`config.mk`:
```
export PLATFORM = sky130hd
export DESIGN_NAME = l2_instr_mem_responder_flat
export DESIGN_NICKNAME = d
export VERILOG_FILES = /design/src/rtl/l2_instr_mem_responder_if.sv /design/src/rtl/l2_instr_mem_responder.sv /design/src/flat_wrapper.sv
export SDC_FILE = /design/constraint.sdc
export NUM_CORES = 2
export LEC_CHECK = 0
export CORE_AREA = 3 3 660 662
export DETAILED_ROUTE_END_ITERATION = 6
export DIE_AREA = 0 0 663 665
export PLACE_DENSITY = 0.33
export SLEW_MARGIN = 20
export SYNTH_ARGS = -nofsm -noshare
export SYNTH_HDL_FRONTEND = slang
export SYNTH_SLANG_ARGS = --single-unit
```
`constraint.sdc`:
```
create_clock -name clk_i -period 19.1 [get_ports clk_i]
set_input_delay 4.775 -clock clk_i [delete_from_list [all_inputs] [get_ports clk_i]]
set_output_delay 4.775 -clock clk_i [all_outputs]
set_load 0.01 [all_outputs]
```
`src/rtl/l2_instr_mem_responder_if.sv`:
```
// Bus bundle for the L2 instruction responder: L1 line-fill request/response channels,
// backing SRAM read port and the busy status.
interface l2_instr_mem_responder_if #(
    parameter int LINE_WIDTH = 512,
    parameter int ADDR_WIDTH = 26,
    parameter int TAG_WIDTH  = 8
);
    logic                    req_valid_i;
    logic                    req_rw_i;
    logic [LINE_WIDTH/8-1:0] req_byteen_i;
    logic [ADDR_WIDTH-1:0]   req_addr_i;
    logic [LINE_WIDTH-1:0]   req_data_i;
    logic [TAG_WIDTH-1:0]    req_tag_i;
    logic                    req_ready_o;

    logic                    rsp_valid_o;
    logic [LINE_WIDTH-1:0]   rsp_data_o;
    logic [TAG_WIDTH-1:0]    rsp_tag_o;
    logic                    rsp_ready_i;

    logic                    sram_req_o;
    logic [ADDR_WIDTH-1:0]   sram_addr_o;
    logic [LINE_WIDTH-1:0]   sram_rdata_i;

    logic                    busy_o;

    modport slave (
        input  req_valid_i, req_rw_i, req_byteen_i, req_addr_i, req_data_i, req_tag_i,
        input  rsp_ready_i, sram_rdata_i,
        output req_ready_o, rsp_valid_o, rsp_data_o, rsp_tag_o,
        output sram_req_o, sram_addr_o, busy_o
    );

    modport master (
        output req_valid_i, req_rw_i, req_byteen_i, req_addr_i, req_data_i, req_tag_i,
        output rsp_ready_i, sram_rdata_i,
        input  req_ready_o, rsp_valid_o, rsp_data_o, rsp_tag_o,
        input  sram_req_o, sram_addr_o, busy_o
    );
endinterface

```
`src/rtl/l2_instr_mem_responder.sv`:
```
// Read-only line-fill responder: credit-gated SRAM reads, tag pipeline and in-order response FIFO.
// Build macro INSTR_MEM_RSP_STATS_EN adds the rd_count_o / wr_drop_count_o statistics outputs.
module l2_instr_mem_responder #(
    parameter int LINE_WIDTH     = 512,
    parameter int ADDR_WIDTH     = 26,
    parameter int TAG_WIDTH      = 8,
    parameter int RD_LATENCY     = 1,
    parameter int RSP_FIFO_DEPTH = 4
) (
    input  logic clk_i,
    input  logic rst_i,
    l2_instr_mem_responder_if.slave bus
`ifdef INSTR_MEM_RSP_STATS_EN
    ,
    output logic [31:0] rd_count_o,
    output logic [15:0] wr_drop_count_o
`endif
);
    localparam int CNT_W = $clog2(RSP_FIFO_DEPTH + 1);
    localparam int PTR_W = (RSP_FIFO_DEPTH > 1) ? $clog2(RSP_FIFO_DEPTH) : 1;

    if (RD_LATENCY < 1 || RD_LATENCY > 4) begin : g_bad_latency
        $error("l2_instr_mem_responder: RD_LATENCY must be in 1..4");
    end
    if (RSP_FIFO_DEPTH < RD_LATENCY + 1) begin : g_bad_depth
        $error("l2_instr_mem_responder: RSP_FIFO_DEPTH must be >= RD_LATENCY+1");
    end

    logic [CNT_W-1:0]      cnt;
    logic                  ready;
    logic                  accept;
    logic                  accept_rd;
    logic [RD_LATENCY-1:0] pipe_vld;
    logic [TAG_WIDTH-1:0]  pipe_tag [RD_LATENCY];
    logic                  push;
    logic                  pop;
    logic                  rsp_vld;
    logic [PTR_W-1:0]      wr_ptr;
    logic [PTR_W-1:0]      rd_ptr;
    logic [CNT_W-1:0]      fifo_cnt;
    logic [LINE_WIDTH-1:0] data_mem [RSP_FIFO_DEPTH];
    logic [TAG_WIDTH-1:0]  tag_mem  [RSP_FIFO_DEPTH];
    logic                  unused_inputs;

    function automatic logic [PTR_W-1:0] ptr_inc(input logic [PTR_W-1:0] p);
        return (p == PTR_W'(RSP_FIFO_DEPTH - 1)) ? '0 : p + PTR_W'(1);
    endfunction

    // cnt counts every read from acceptance until its response pops, so the FIFO cannot overflow.
    assign ready     = !rst_i && (cnt < CNT_W'(RSP_FIFO_DEPTH));
    assign accept    = bus.req_valid_i && ready;
    assign accept_rd = accept && !bus.req_rw_i;
    assign push      = pipe_vld[RD_LATENCY-1];
    assign rsp_vld   = (fifo_cnt != '0);
    assign pop       = rsp_vld && bus.rsp_ready_i;

    assign bus.req_ready_o = ready;
    assign bus.sram_req_o  = accept_rd;
    assign bus.sram_addr_o = bus.req_addr_i;
    assign bus.rsp_valid_o = rsp_vld;
    assign bus.rsp_data_o  = rsp_vld ? data_mem[rd_ptr] : '0;
    assign bus.rsp_tag_o   = rsp_vld ? tag_mem[rd_ptr]  : '0;
    assign bus.busy_o      = (cnt != '0);
    assign unused_inputs   = ^{bus.req_byteen_i, bus.req_data_i};

    // NOTE: state uses non-blocking assignments so every flop samples pre-edge values.
    always_ff @(posedge clk_i or posedge rst_i) begin
        if (rst_i) begin
            pipe_vld <= '0;
            for (int i = 0; i < RD_LATENCY; i++) begin
                pipe_tag[i] <= '0;
            end
        end else begin
            pipe_vld[0] <= accept_rd;
            pipe_tag[0] <= bus.req_tag_i;
            for (int i = 1; i < RD_LATENCY; i++) begin
                pipe_vld[i] <= pipe_vld[i-1];
                pipe_tag[i] <= pipe_tag[i-1];
            end
        end
    end

    always_ff @(posedge clk_i or posedge rst_i) begin
        if (rst_i) begin
            cnt      <= '0;
            fifo_cnt <= '0;
            wr_ptr   <= '0;
            rd_ptr   <= '0;
        end else begin
            cnt      <= cnt + CNT_W'(accept_rd) - CNT_W'(pop);
            fifo_cnt <= fifo_cnt + CNT_W'(push) - CNT_W'(pop);
            if (push) begin
                wr_ptr <= ptr_inc(wr_ptr);
            end
            if (pop) begin
                rd_ptr <= ptr_inc(rd_ptr);
            end
        end
    end

    // NOTE: line storage is not reset; outputs are masked to zero while the FIFO is empty.
    always_ff @(posedge clk_i) begin
        if (push) begin
            data_mem[wr_ptr] <= bus.sram_rdata_i;
            tag_mem[wr_ptr]  <= pipe_tag[RD_LATENCY-1];
        end
    end

`ifdef INSTR_MEM_RSP_STATS_EN
    logic accept_wr;
    assign accept_wr = accept && bus.req_rw_i;

    always_ff @(posedge clk_i or posedge rst_i) begin
        if (rst_i) begin
            rd_count_o      <= '0;
            wr_drop_count_o <= '0;
        end else begin
            if (accept_rd) begin
                rd_count_o <= rd_count_o + 32'd1;
            end
            if (accept_wr && (wr_drop_count_o != 16'hFFFF)) begin
                wr_drop_count_o <= wr_drop_count_o + 16'd1;
            end
        end
    end
`endif
endmodule

```
`src/flat_wrapper.sv`:
```
// flat-port wrapper written by rule: the top's interface ports become plain ports
module l2_instr_mem_responder_flat 
#(
    parameter int LINE_WIDTH     = 512,
    parameter int ADDR_WIDTH     = 26,
    parameter int TAG_WIDTH      = 8,
    parameter int RD_LATENCY     = 1,
    parameter int RSP_FIFO_DEPTH = 4
)
  (clk_i, rst_i, bus_req_valid_i, bus_req_rw_i, bus_req_byteen_i, bus_req_addr_i, bus_req_data_i, bus_req_tag_i, bus_rsp_ready_i, bus_sram_rdata_i, bus_req_ready_o, bus_rsp_valid_o, bus_rsp_data_o, bus_rsp_tag_o, bus_sram_req_o, bus_sram_addr_o, bus_busy_o);
  l2_instr_mem_responder_if #(.LINE_WIDTH(LINE_WIDTH), .ADDR_WIDTH(ADDR_WIDTH), .TAG_WIDTH(TAG_WIDTH)) bus_i ();
  input  logic clk_i;
  input  logic rst_i;
  input wire logic [$bits(bus_i.req_valid_i)-1:0] bus_req_valid_i;
  input wire logic [$bits(bus_i.req_rw_i)-1:0] bus_req_rw_i;
  input wire logic [$bits(bus_i.req_byteen_i)-1:0] bus_req_byteen_i;
  input wire logic [$bits(bus_i.req_addr_i)-1:0] bus_req_addr_i;
  input wire logic [$bits(bus_i.req_data_i)-1:0] bus_req_data_i;
  input wire logic [$bits(bus_i.req_tag_i)-1:0] bus_req_tag_i;
  input wire logic [$bits(bus_i.rsp_ready_i)-1:0] bus_rsp_ready_i;
  input wire logic [$bits(bus_i.sram_rdata_i)-1:0] bus_sram_rdata_i;
  output wire logic [$bits(bus_i.req_ready_o)-1:0] bus_req_ready_o;
  output wire logic [$bits(bus_i.rsp_valid_o)-1:0] bus_rsp_valid_o;
  output wire logic [$bits(bus_i.rsp_data_o)-1:0] bus_rsp_data_o;
  output wire logic [$bits(bus_i.rsp_tag_o)-1:0] bus_rsp_tag_o;
  output wire logic [$bits(bus_i.sram_req_o)-1:0] bus_sram_req_o;
  output wire logic [$bits(bus_i.sram_addr_o)-1:0] bus_sram_addr_o;
  output wire logic [$bits(bus_i.busy_o)-1:0] bus_busy_o;
  assign bus_i.req_valid_i = bus_req_valid_i;
  assign bus_i.req_rw_i = bus_req_rw_i;
  assign bus_i.req_byteen_i = bus_req_byteen_i;
  assign bus_i.req_addr_i = bus_req_addr_i;
  assign bus_i.req_data_i = bus_req_data_i;
  assign bus_i.req_tag_i = bus_req_tag_i;
  assign bus_i.rsp_ready_i = bus_rsp_ready_i;
  assign bus_i.sram_rdata_i = bus_sram_rdata_i;
  assign bus_req_ready_o = bus_i.req_ready_o;
  assign bus_rsp_valid_o = bus_i.rsp_valid_o;
  assign bus_rsp_data_o = bus_i.rsp_data_o;
  assign bus_rsp_tag_o = bus_i.rsp_tag_o;
  assign bus_sram_req_o = bus_i.sram_req_o;
  assign bus_sram_addr_o = bus_i.sram_addr_o;
  assign bus_busy_o = bus_i.busy_o;
  l2_instr_mem_responder #(.LINE_WIDTH(LINE_WIDTH), .ADDR_WIDTH(ADDR_WIDTH), .TAG_WIDTH(TAG_WIDTH), .RD_LATENCY(RD_LATENCY), .RSP_FIFO_DEPTH(RSP_FIFO_DEPTH)) u_core (.clk_i(clk_i), .rst_i(rst_i), .bus(bus_i));
endmodule
```
; ---- Word level (Yosys, flattened, before mapping)
; Memory sizes are Yosys's and may differ from the RTL's.
; Index checks and enable logic that the tools add are counted.
; W data, S select, Z words.
[op_classes]
reduce_logical = 8
muxes = 6
n_addsub = 6
n_lt_le_gt_ge = 1
n_eq_ne = 2
[op_table]
columns = op, count
row1 = $mux W512, 1
row2 = $mux W8, 1
row3 = $add A3 B1 Y3, 2
row4 = $reduce_bool A3 Y1, 2
row5 = $sub A3 B1 Y3, 2
row6 = $add A2 B1 Y2 const B, 2
row7 = $eq A2 B2 Y1 const B, 2
row8 = $logic_and A1 B1 Y1, 4
row9 = $mux W2, 2
row10 = $lt A3 B3 Y1 const B, 1
row11 = $logic_not A1 Y1, 2
row12 = $mux W1, 2
[totals]
inputBits = 1127
mem_count = 2
ram_bits = 2080
ff_bits = 19
out_inout_bits = 550
elab_cells = 31
[memory_table]
columns = name, depth, width, read_ports, rd_clocked_by_memory_dff, wr, line
row1 = u_core.data_mem, 4, 512, 1, 0, 1, l2_instr_mem_responder.sv:41  ; logic [LINE_WIDTH-1:0] data_mem [RSP_FIFO_DEPTH];
row2 = u_core.tag_mem, 4, 8, 1, 0, 1, l2_instr_mem_responder.sv:42  ; logic [TAG_WIDTH-1:0] tag_mem [RSP_FIFO_DEPTH];

; ---- Longest topological paths before layout
[logic_depth]
depth_word = 6
mapped_depth = 5
mapped_depth_nobuf = 5

; ---- Least setup slack after synthesis
; Ideal clock, no wire load.
[synth_timing]
path_type = reg-to-reg
from = reg u_core.wr_ptr[0]
to = mem u_core.data_mem[0][0] (enable)
n_path_buf = 0
setup_time_ps = 950
path_slack_ps = 5820
t_required_ps = 18150
period_less_slack_ps = 13280
arrival_ps = 12330
path_stages_with_launch = 4
cell_sequence = dfrtp_1 > inv_1 > ha_1 > and2_1
[synth_lines]
columns = item, line
row1 = start: declaration, l2_instr_mem_responder.sv:38  ; logic [PTR_W-1:0] wr_ptr;
row2 = start signal: assignment, l2_instr_mem_responder.sv:93  ; wr_ptr <= ptr_inc(wr_ptr);
row3 = end: declaration, l2_instr_mem_responder.sv:41
; No word-level cell before the write port.

; ---- Worst setup path after layout
[layout_timing]
from = in rst_i
to = out bus_sram_req_o
[layout_via]
elab_chain_cells = 4
[layout_rtl]
columns = item, line
row1 = start: declaration, flat_wrapper.sv:13  ; input logic rst_i;
row2 = $logic_not A1 Y1 (no line), n/a
row3 = $logic_and A1 B1 Y1, l2_instr_mem_responder.sv:50  ; assign ready = !rst_i && (cnt < CNT_W'(RSP_FIFO_DEPTH));
row4 = $logic_and A1 B1 Y1, l2_instr_mem_responder.sv:51  ; assign accept = bus.req_valid_i && ready;
row5 = $logic_and A1 B1 Y1, l2_instr_mem_responder.sv:52  ; assign accept_rd = accept && !bus.req_rw_i;
row6 = end: declaration, flat_wrapper.sv:26  ; output wire logic [$bits(bus_i.sram_req_o)-1:0] bus_sram_req_o;
; Every way passes these cells.

==> flow_summary_export.csv <==
group,metric,value,unit
synthesis,synth_area,0.0795,sq mm
floorplanning,dieArea,0.441,sq mm
power_and_ir_drop,powerDensity,149,mW/mm^2
clock_network,cts_tree,"yes",
min_path,hp-start,"u_core.pipe_tag[2]",
sta,max_freq,86.1,MHz
cells_and_area,fin_nets,5704,
floorplanning,rows,241,
clock_network,root_buffer,"clkbuf_16",
detailed_routing,vias,38802,
critical_path,crit_path_max_incr_delay,0.94,ns
critical_path,startpoint_type,"input port",
synthesis,yosysTopAreaCell,"edfxtp_1",
critical_path,cp_max_fo,4,
synthesis,async_flop_share,0.00905,
outcome,outcome,"completed",
floorplanning,die_w,663,um
detailed_routing,antenna_left,0,
critical_path,crit_slowest_cell,"clkdlybuf4s50_1",
grt,antenna_found_initial,193,
synthesis,synth-seq-cells,2099,
cells_and_area,syn2layout_area_growth,32.3,%
cells_and_area,register_area,0.0629,sq mm
sta,maxSlewHeadroom,0.285,
sta,tns,0,ns
sta,rsz0062_at_grt,"no",
sta,fin_crit_sh,0.608,
min_path,hold_class,"reg -> reg",
cells_and_area,final_area,0.105,sq mm
synthesis,synth_edf_count,2080,
synthesis,synth_area_leaders,"edfxtp_1 79%, mux4_2 15%, and2_1 4.1%, buf_6 0.76%, dfrtp_1 0.60%",
synthesis,synth.yosys.seq_area_share,0.791,
critical_path,critPathTopFamily,"buffers and inverters",
power_and_ir_drop,leakage,32.3,nW
critical_path,r2r_start,"u_core.wr_ptr[0]",
sta,skew,0.0354,ns
clock_network,hold_buffers,0,
grt,grt-ovfl-total,0,
grt,grt_max_degree,155,
critical_path,crit_required,14.32,ns
detailed_routing,routedWlPerCell,25.9,um
synthesis,yosys.cell_types.count,22,
detailed_routing,drt_wl_total,273,mm
synthesis,syn_nets,4514,
detailed_routing,dr.first_iter.drc_count,2341,
cells_and_area,multi_input_area,0.0153,sq mm
cells_and_area,utilization,0.245,
detailed_routing,first_pass_iters,7,
synthesis,ys_warn_count,0,
critical_path,end_kind,"primary output",
sta,min_period,11.61,ns
critical_path,crit_arrival,6.83,ns
critical_path,crit_chain,"clkdlybuf4s50_1, nor4b_2, clkdlybuf4s50_1",
detailed_routing,drc,0,
cells_and_area,fillers,43744,
grt,first_global_vias,41261,
critical_path,timing.critical_path.from,"rst_i",
sta,slew_violations,0,
clock_network,path_clk_slew,0.06,ns
grt,grt_pass1_wl,367,mm
sta,tightest_slew,1.07,ns
clock_network,cts_buffers,273,
critical_path,critPathBufInv,2,
synthesis,ys.flop_type,"edfxtp_1",
synthesis,avgSynthCellArea,23.5,sq um
place,placed_area,0.0966,sq mm
power_and_ir_drop,power,15.7,mW
power_and_ir_drop,max-vdd-ir-drop,0.0796,mV
clock_network,cts_buffer_depth,4,
sta,setup_viol,0,
cells_and_area,drive_gt1_frac,0.203,
sta,final-hold-violation-count,0,
clock_network,clock_latency,0.86,ns
synthesis,synth_common_cells,"2080 x edfxtp_1, 524 x and2_1, 520 x mux4_2",
floorplanning,num_io_pins,1677,
floorplanning,core_area,0.430,sq mm
synthesis,yosysTopAreaCellShare,0.785,
place,place.gp.congestion,0.707,
detailed_routing,avgViaCountPerCell,3.68,
sta,finalWorstSetupSlack,7.49,ns
place,portBuffers,1048,
clock_network,cts_resized,0,
critical_path,cp_common_cell,"clkdlybuf4s50_1",
synthesis,synth_most_common_cell,"edfxtp_1",
synthesis,syn_inst,3378,
grt,grtUsageTotal,0.120,
clock_network,h-tree-depth,5,
job,drv_cap,0,
place,hpwl,179,mm
floorplanning,start_util,0.185,
floorplanning,fp.dieH,665,um
clock_network,cts_sinks,2099,
place,place_ws,7.41,ns
critical_path,path_class,"in -> out",
clock_network,post_cts_buffers,0,
-- where the power goes --
group | switching (mW) | internal [mW]
combinational | 2.76 | 2.66
clock | 2.02 | 2.93
sequential | 0.0661 | 5.25
-- worst paths after layout --
| kind | slack, ns | endpoint | depth (start not counted) |
|---|---|---|---|
| max reg2reg | 14.63 | u_core.data_mem[2][38] | 7 |
| min in group asynchronous | 4.55 | u_core.pipe_tag[4] | 3 |
| max | 7.49 | bus_sram_req_o | 3 |
| min reg2reg | 0.48 | u_core.tag_mem[2][2] | 0 |
| min | 0.48 | u_core.tag_mem[2][2] | 0 |
| max in group asynchronous | 14.24 | u_core.rd_ptr[0] | 3 |
-- cell type report --
class	instances	share of cell area
Antenna cell	50	0.00119
Inverter	5	0.000178
Clock inverter	147	0.0129
Multi-Input combinational cell	1073	0.145
Clock buffer	340	0.0688
Tap cell	5710	0.0679
Sequential cell	2099	0.598
Timing Repair Buffer	1116	0.106
-- cell families after synthesis --
group / share of synthesized area
fa+ha+maj: 0.00160
buf+inv: 0.0169
compound gates: 0.000220
simple gates: 0.0419
xor+xnor: 0.000661
flops: 0.791
mux: 0.148
-- cell usage in the layout, fill, tap and decap left out, types with 2 or more instances in the layout --
cell type and instances:
diode_2 50, and2_1 520, inv_1 5, clkinv_16 4
bufinv_16 17, dfrtp_4 2, clkinvlp_4 2, xnor2_1 4
buf_12 13, ha_1 7, clkbuf_16 278, mux2_2 2
dfrtp_1 17, xor2_1 2, nor2_1 2, or2_2 2
clkinv_2 40, clkbuf_8 5, fa_1 2, clkdlybuf4s50_1 1048
o21ai_0 2, buf_4 55, inv_6 11, inv_16 3
edfxtp_1 2080, clkbuf_1 57, clkinv_1 62, and2_4 4
clkinv_8 7, mux4_2 520
-- metrics by stage --
step,hold WS (ns),cells
6_report,0.476,10540
5_1_grt,0.494,10501
4_1_cts,0.470,10490
3_5_place_dp,0.478,10003
3_3_place_gp,0.472,10003
2_1_floorplan,0.455,3378
-- per-layer routing --
metal  track usage  vias up  part of all wire
met2         0.183     1422              0.44
li1              -    16400                 -
met3        0.0706      657              0.13
met4        0.0452      142             0.041
met5             0        -            0.0036
met1         0.137    20181              0.38
-- flip-flops by register name, summed over array words and instances (netlist names) --
signal,count
u_core.cnt,3
u_core.data_mem,2048
u_core.fifo_cnt,3
u_core.pipe_tag,8
u_core.pipe_vld,1
u_core.rd_ptr,2
u_core.tag_mem,32
u_core.wr_ptr,2
Note: power is estimated with default switching activity, not from simulation.
